File: src/rtl/alu_pkg.sv
`default_nettype none
// ============================================================================
// Module      : alu_pkg
// Description : Opcode encodings and widths shared by the ALU, its users and
//               benches.
// Revision    : 1.0 - initial release
// ============================================================================
package alu_pkg;

    localparam int OPCODE_WIDTH = 4;

    typedef logic [OPCODE_WIDTH-1:0] opcode_t;

    localparam opcode_t OP_ADD       = 4'd1;
    localparam opcode_t OP_ADD_CARRY = 4'd2;
    localparam opcode_t OP_SUB       = 4'd3;
    localparam opcode_t OP_INC       = 4'd4;
    localparam opcode_t OP_DEC       = 4'd5;
    localparam opcode_t OP_AND       = 4'd6;
    localparam opcode_t OP_NOT       = 4'd7;
    localparam opcode_t OP_ROL       = 4'd8;
    localparam opcode_t OP_ROR       = 4'd9;

endpackage : alu_pkg
`default_nettype wire

File: src/rtl/alu.sv
`default_nettype none
// ============================================================================
// Module      : alu
// Description : Combinational BUS_WIDTH-bit ALU with carry/borrow/zero/parity
//               and invalid-opcode flags.
// Revision    : 1.0 - initial release
// ============================================================================
module alu
    import alu_pkg::*;
#(
    parameter int BUS_WIDTH = 8
) (
    input  logic [OPCODE_WIDTH-1:0] i_opcode,
    input  logic [BUS_WIDTH-1:0]    i_a,
    input  logic [BUS_WIDTH-1:0]    i_b,
    input  logic                    i_carry_in,
    output logic [BUS_WIDTH-1:0]    o_y,
    output logic                    o_carry_out,
    output logic                    o_borrow,
    output logic                    o_zero,
    output logic                    o_parity,
    output logic                    o_invalid_op
);

    logic [BUS_WIDTH:0] w_add;
    logic [BUS_WIDTH:0] w_add_carry;
    logic [BUS_WIDTH:0] w_inc;

    assign w_add       = {1'b0, i_a} + {1'b0, i_b};
    assign w_add_carry = w_add + {{BUS_WIDTH{1'b0}}, i_carry_in};
    assign w_inc       = {1'b0, i_a} + {{BUS_WIDTH{1'b0}}, 1'b1};

    always_comb begin
        o_y          = '0;
        o_carry_out  = 1'b0;
        o_borrow     = 1'b0;
        o_invalid_op = 1'b0;
        case (i_opcode)
            OP_ADD:       o_y = w_add[BUS_WIDTH-1:0];
            OP_ADD_CARRY: {o_carry_out, o_y} = w_add_carry;
            OP_SUB: begin
                o_y      = i_a - i_b;
                o_borrow = (i_a < i_b);
            end
            OP_INC:       {o_carry_out, o_y} = w_inc;
            OP_DEC: begin
                o_y      = i_a - {{(BUS_WIDTH-1){1'b0}}, 1'b1};
                o_borrow = (i_a == '0);
            end
            OP_AND:       o_y = i_a & i_b;
            OP_NOT:       o_y = ~i_a;
            // Rotates never report the wrapped bit as a carry.
            OP_ROL:       o_y = {i_a[BUS_WIDTH-2:0], i_a[BUS_WIDTH-1]};
            OP_ROR:       o_y = {i_a[0], i_a[BUS_WIDTH-1:1]};
            default:      o_invalid_op = 1'b1;
        endcase
    end

    assign o_zero   = (o_y == '0);
    assign o_parity = ^o_y;

endmodule : alu
`default_nettype wire

File: src/rtl/alu_arbiter.sv
`default_nettype none
// ============================================================================
// Module      : alu_arbiter
// Description : Round-robin sharing of one ALU between two requesters, with a
//               single-entry response register on a valid/ready output.
// Revision    : 1.0 - initial release
// ============================================================================
module alu_arbiter
    import alu_pkg::*;
#(
    parameter int BUS_WIDTH = 8
) (
    input  logic                    clk,
    input  logic                    reset,
    input  logic                    req0_valid,
    output logic                    req0_ready,
    input  logic [OPCODE_WIDTH-1:0] req0_opcode,
    input  logic [BUS_WIDTH-1:0]    req0_a,
    input  logic [BUS_WIDTH-1:0]    req0_b,
    input  logic                    req0_carry_in,
    input  logic                    req1_valid,
    output logic                    req1_ready,
    input  logic [OPCODE_WIDTH-1:0] req1_opcode,
    input  logic [BUS_WIDTH-1:0]    req1_a,
    input  logic [BUS_WIDTH-1:0]    req1_b,
    input  logic                    req1_carry_in,
    output logic                    rsp_valid,
    input  logic                    rsp_ready,
    output logic                    rsp_id,
    output logic [BUS_WIDTH-1:0]    rsp_y,
    output logic                    rsp_carry_out,
    output logic                    rsp_borrow,
    output logic                    rsp_zero,
    output logic                    rsp_parity,
    output logic                    rsp_invalid_op
);

    logic                    r_rsp_valid;
    logic                    r_rsp_id;
    logic [BUS_WIDTH-1:0]    r_rsp_y;
    logic                    r_rsp_carry_out;
    logic                    r_rsp_borrow;
    logic                    r_rsp_zero;
    logic                    r_rsp_parity;
    logic                    r_rsp_invalid_op;
    logic                    r_last_grant;

    logic                    w_can_accept;
    logic                    w_grant0;
    logic                    w_grant1;
    logic                    w_fire0;
    logic                    w_fire1;
    logic                    w_fire;
    logic [OPCODE_WIDTH-1:0] w_alu_opcode;
    logic [BUS_WIDTH-1:0]    w_alu_a;
    logic [BUS_WIDTH-1:0]    w_alu_b;
    logic                    w_alu_carry_in;
    logic [BUS_WIDTH-1:0]    w_alu_y;
    logic                    w_alu_carry_out;
    logic                    w_alu_borrow;
    logic                    w_alu_zero;
    logic                    w_alu_parity;
    logic                    w_alu_invalid_op;

    assign w_can_accept = !r_rsp_valid || rsp_ready;

    // Under contention the requester that did not win last time goes first.
    assign w_grant0 = req0_valid && (!req1_valid || r_last_grant);
    assign w_grant1 = req1_valid && (!req0_valid || !r_last_grant);

    assign req0_ready = w_grant0 && w_can_accept;
    assign req1_ready = w_grant1 && w_can_accept;

    assign w_fire0 = req0_valid && req0_ready;
    assign w_fire1 = req1_valid && req1_ready;
    assign w_fire  = w_fire0 || w_fire1;

    // Requester 0 drives the ALU whenever requester 1 is not firing.
    assign w_alu_opcode   = w_fire1 ? req1_opcode   : req0_opcode;
    assign w_alu_a        = w_fire1 ? req1_a        : req0_a;
    assign w_alu_b        = w_fire1 ? req1_b        : req0_b;
    assign w_alu_carry_in = w_fire1 ? req1_carry_in : req0_carry_in;

    alu #(
        .BUS_WIDTH (BUS_WIDTH)
    ) u_alu (
        .i_opcode     (w_alu_opcode),
        .i_a          (w_alu_a),
        .i_b          (w_alu_b),
        .i_carry_in   (w_alu_carry_in),
        .o_y          (w_alu_y),
        .o_carry_out  (w_alu_carry_out),
        .o_borrow     (w_alu_borrow),
        .o_zero       (w_alu_zero),
        .o_parity     (w_alu_parity),
        .o_invalid_op (w_alu_invalid_op)
    );

    always_ff @(posedge clk or posedge reset) begin
        if (reset) begin
            r_rsp_valid      <= 1'b0;
            r_rsp_id         <= 1'b0;
            r_rsp_y          <= '0;
            r_rsp_carry_out  <= 1'b0;
            r_rsp_borrow     <= 1'b0;
            r_rsp_zero       <= 1'b0;
            r_rsp_parity     <= 1'b0;
            r_rsp_invalid_op <= 1'b0;
            r_last_grant     <= 1'b1;
        end else if (w_fire) begin
            r_rsp_valid      <= 1'b1;
            r_rsp_id         <= w_fire1;
            r_rsp_y          <= w_alu_y;
            r_rsp_carry_out  <= w_alu_carry_out;
            r_rsp_borrow     <= w_alu_borrow;
            r_rsp_zero       <= w_alu_zero;
            r_rsp_parity     <= w_alu_parity;
            r_rsp_invalid_op <= w_alu_invalid_op;
            r_last_grant     <= w_fire1;
        end else if (rsp_ready) begin
            r_rsp_valid      <= 1'b0;
        end
    end

    assign rsp_valid      = r_rsp_valid;
    assign rsp_id         = r_rsp_id;
    assign rsp_y          = r_rsp_y;
    assign rsp_carry_out  = r_rsp_carry_out;
    assign rsp_borrow     = r_rsp_borrow;
    assign rsp_zero       = r_rsp_zero;
    assign rsp_parity     = r_rsp_parity;
    assign rsp_invalid_op = r_rsp_invalid_op;

endmodule : alu_arbiter
`default_nettype wire
File: config.mk
export PLATFORM = sky130hd
export DESIGN_NAME = alu_arbiter
export DESIGN_NICKNAME = d
export VERILOG_FILES = /design/src/rtl/alu_pkg.sv /design/src/rtl/alu.sv /design/src/rtl/alu_arbiter.sv
export SDC_FILE = /design/constraint.sdc
export NUM_CORES = 1
export LEC_CHECK = 0
export ABC_AREA = 1
export CORE_MARGIN = 8
export CORE_UTILIZATION = 50
export CTS_BUF_LIST = sky130_fd_sc_hd__clkbuf_16
export DETAILED_ROUTE_END_ITERATION = 8
export GPL_TIMING_DRIVEN = 0
export HOLD_SLACK_MARGIN = 0.1
export PLACE_DENSITY = 0.75
export SYNTH_ARGS = -nofsm -noshare
export SYNTH_HDL_FRONTEND = slang
export SYNTH_SLANG_ARGS = --single-unit
File: constraint.sdc
create_clock -name clk -period 8.33 [get_ports clk]
set_clock_uncertainty 0.2 [all_clocks]
set_input_delay 0.833 -clock clk [delete_from_list [all_inputs] [get_ports clk]]
set_output_delay 0.833 -clock clk [all_outputs]
set_load 0.005 [all_outputs]
==> flow_summary.toml <==
[sta]
fin_tns_setup_ns = 0
rsz0062_at_grt = "no"
worst_pin_slew_ns = 0.573
finalSetupViolations = 0
hold_viol_final = 0
holdWs_ns = 0.273
timing.final.crit_share_pct = 65.0
drv_slew = 0
max_freq_mhz = 185
maxSlewHeadroom_pct = 61.7
finalCriticalPeriod_ns = 5.41

[routing]
drtIter0Drc = 298
dr.pass1.iters = 4
routedWlPerCell_um = 13.9
drt-vias-per-instance = 5.38
drt-total-wl_um = 9760
drc = 0
postRouteAntennaNets = 0
vias = 3773

[yosys]
synth-simple-area-share_pct = 51.8
synth_top_family_by_area = "simple AND/OR/NAND/NOR gates"
ys_top_cells_by_area = "nand2_1 (19%), dfrtp_1 (12%), ha_1 (9.7%)"
synthXorXnorAreaFrac_pct = 2.16
ys_ff_latch = 16
yosysTopAreaCell = "nand2_1"
ys_seq_area_share_pct = 12.4
synth_fa_ha_area_share_pct = 10.9
syn-mean-instance-area_sq_um = 5.81
synth_cells = 558
synthesis.nets = 632
synth.distinct_cells = 37
synth_compound_area_share_pct = 8.69
netlist_area_sq_um = 3240
synth.area.mux_share_pct = 0
yosys_warnings = 0
synth_top_cell_area_share_pct = 19.5

[grt]
grt_usage_pct = 21.4
grt_max_degree = 17
gr-total-overflow = 0
grt_pass1_vias = 3447
antenna_found_initial = 0
grt_pass1_wl_um = 16100

[cells_and_area]
final_cells = 701
final_cell_mix = "nand2_1 (168), inv_1 (84), clkdlybuf4s50_1 (62)"
syn_to_final_growth_pct = 24.6
drive_gt1_share_pct = 12.8
nNetsFinal = 699
layout_commonest_cell = "nand2_1"
n_antenna_cell = 0
fin_area_sq_um = 4040

[worst_setup_path]
arrival_ns = 5.40
crit_type = "in -> reg"
crit_fanout = 10
cp-start-kind = "primary input"
worstPathRequired_ns = 8.31
end_kind = "register"

[floorplan]
start_util_pct = 51.3
dieHeight_um = 96.5
die_area_sq_um = 9310
ios = 64
core-area_sq_um = 6310
fp-row-count = 29
fp.dieW_um = 96.5

[clock_network]
clk_pin_slew_worst_paths_ns = 0.05
clock_path_buffers = 2
clock_sinks = 16
ctsRootBufferMaster = "clkbuf_16"
postCtsSetupBuffers = 0
htreeDepth = 1
cts_tree = "done"
ctsResizeCount = 0
cts_buffers = 3
hold_buffers = 0
clock_latency_ns = 0.24

[pwr]
p_leak_uw = 0.00214
peakVddDrop_mv = 0.228
powerDensity_nw_per_um2 = 191

[place]
port_buffers = 62
gp_congestion = 0.924
dp_cells = 697
dp_hpwl_um = 8080
dpl_cell_area_sq_um = 3960

[run]
drv_cap = 0

[run_status]
status = "completed"

[hold_path]
hp-class = "reg -> reg"
worst paths after layout:
path / from / endpoint / slack (ns) / depth (start not counted)
min: rsp_id$_DFFE_PP0P_ / rsp_id$_DFFE_PP0P_ / 0.27 / 2
max: req0_valid / rsp_parity$_DFFE_PP0P_ / 2.92 / 27
max in group asynchronous: reset / rsp_y[1]$_DFFE_PP0P_ / 6.81 / 2
max reg2reg: r_last_grant$_DFFE_PP1P_ / rsp_parity$_DFFE_PP0P_ / 3.48 / 26
min in group asynchronous: reset / rsp_valid$_DFFE_PP0P_ / 0.75 / 2
min reg2reg: rsp_id$_DFFE_PP0P_ / rsp_id$_DFFE_PP0P_ / 0.27 / 2
kinds of logic after synthesis:
logic type / count (synthesis)
xor+xnor: 8
fa+ha+maj: 27
compound gates: 51
buf+inv: 106
flops: 16
simple gates: 350
layer usage:
layer	track usage, %	wire, um	vias to the layer above
li1	-	-	1906
met1	28.9	4450	1721
met2	35.6	4620	135
met3	1.47	559	11
met4	5.80	137	0
met5	0	0	-
cells in the mapped netlist:
| cell type | number |
|---|---|
| a21oi_1 | 13 |
| a31oi_1 | 1 |
| buf_2 | 6 |
| buf_4 | 2 |
| buf_6 | 4 |
| buf_8 | 1 |
| clkbuf_1 | 1 |
| clkbuf_2 | 1 |
| dfrtp_1 | 15 |
| dfstp_2 | 1 |
| fa_1 | 2 |
| ha_1 | 25 |
| inv_1 | 83 |
| inv_2 | 8 |
| nand2_1 | 168 |
| nand2_2 | 25 |
| nand2_4 | 7 |
| nand3_1 | 46 |
| nand3_2 | 3 |
| nand3_4 | 1 |
| nand3b_1 | 1 |
| nand4_1 | 28 |
| nor2_1 | 53 |
| nor2_2 | 5 |
| nor2_4 | 8 |
| nor3_1 | 2 |
| nor3_2 | 1 |
| o211ai_1 | 1 |
| o21ai_0 | 20 |
| o21ai_1 | 10 |
| o21ai_2 | 2 |
| o21ai_4 | 1 |
| o22ai_1 | 3 |
| or2_0 | 1 |
| or2_2 | 1 |
| xnor2_1 | 3 |
| xor2_1 | 5 |
metrics by stage:
step | total power, uW | setup WS (ns) | utilization, %
floorplan | 497 | 3.89 | -
global placement | 666 | 2.73 | 62.7
detailed placement | 677 | 2.63 | 62.7
CTS | 773 | 2.86 | 63.9
global route | 848 | 2.47 | 63.9
finish | 773 | 2.92 | 63.9
layout make-up:
class                      count  area [sq um]
tap                           77          96.3
sequential                    16           402
inverter                      91           342
timing repair buffer          62           621
clock inverter                 1          3.75
multi-input combinational    436          2380
buffer                        15           114
fill                         638          2280
clock buffer                   3          75.1
power by group:
group / switching, uW / total, uW / internal [uW]
sequential: 17.5 / 128 / 110
combinational: 326 / 554 / 228
clock: 27.6 / 91.0 / 63.4
total: 371 / 773 / 401
worst max-delay path, stage by stage:
cell and delay, ns:
clkdlybuf4s50_1 0.52, nand2_4 0.11, nand3_4 0.14, buf_6 0.18
clkbuf_1 0.37, buf_2 0.36, inv_1 0.12, nand2_1 0.07
nand2_1 0.07, ha_1 0.23, inv_1 0.10, fa_1 0.43
inv_1 0.09, ha_1 0.17, nand2_1 0.09, nor2_1 0.11
nand2_1 0.08, nor2_1 0.21, xor2_1 0.16, nand2_1 0.08
nand3_2 0.09, inv_1 0.05, ha_1 0.29, xnor2_1 0.18
xnor2_1 0.13, nand2_1 0.06, nand2_1 0.05
flip-flops by register name, indices dropped and copies added, names as in the netlist:
register / count
rsp_y: 8
r_last_grant: 1
rsp_borrow: 1
rsp_carry_out: 1
rsp_id: 1
rsp_invalid_op: 1
rsp_parity: 1
rsp_valid: 1
rsp_zero: 1
Power figures use the tool's default switching activity.
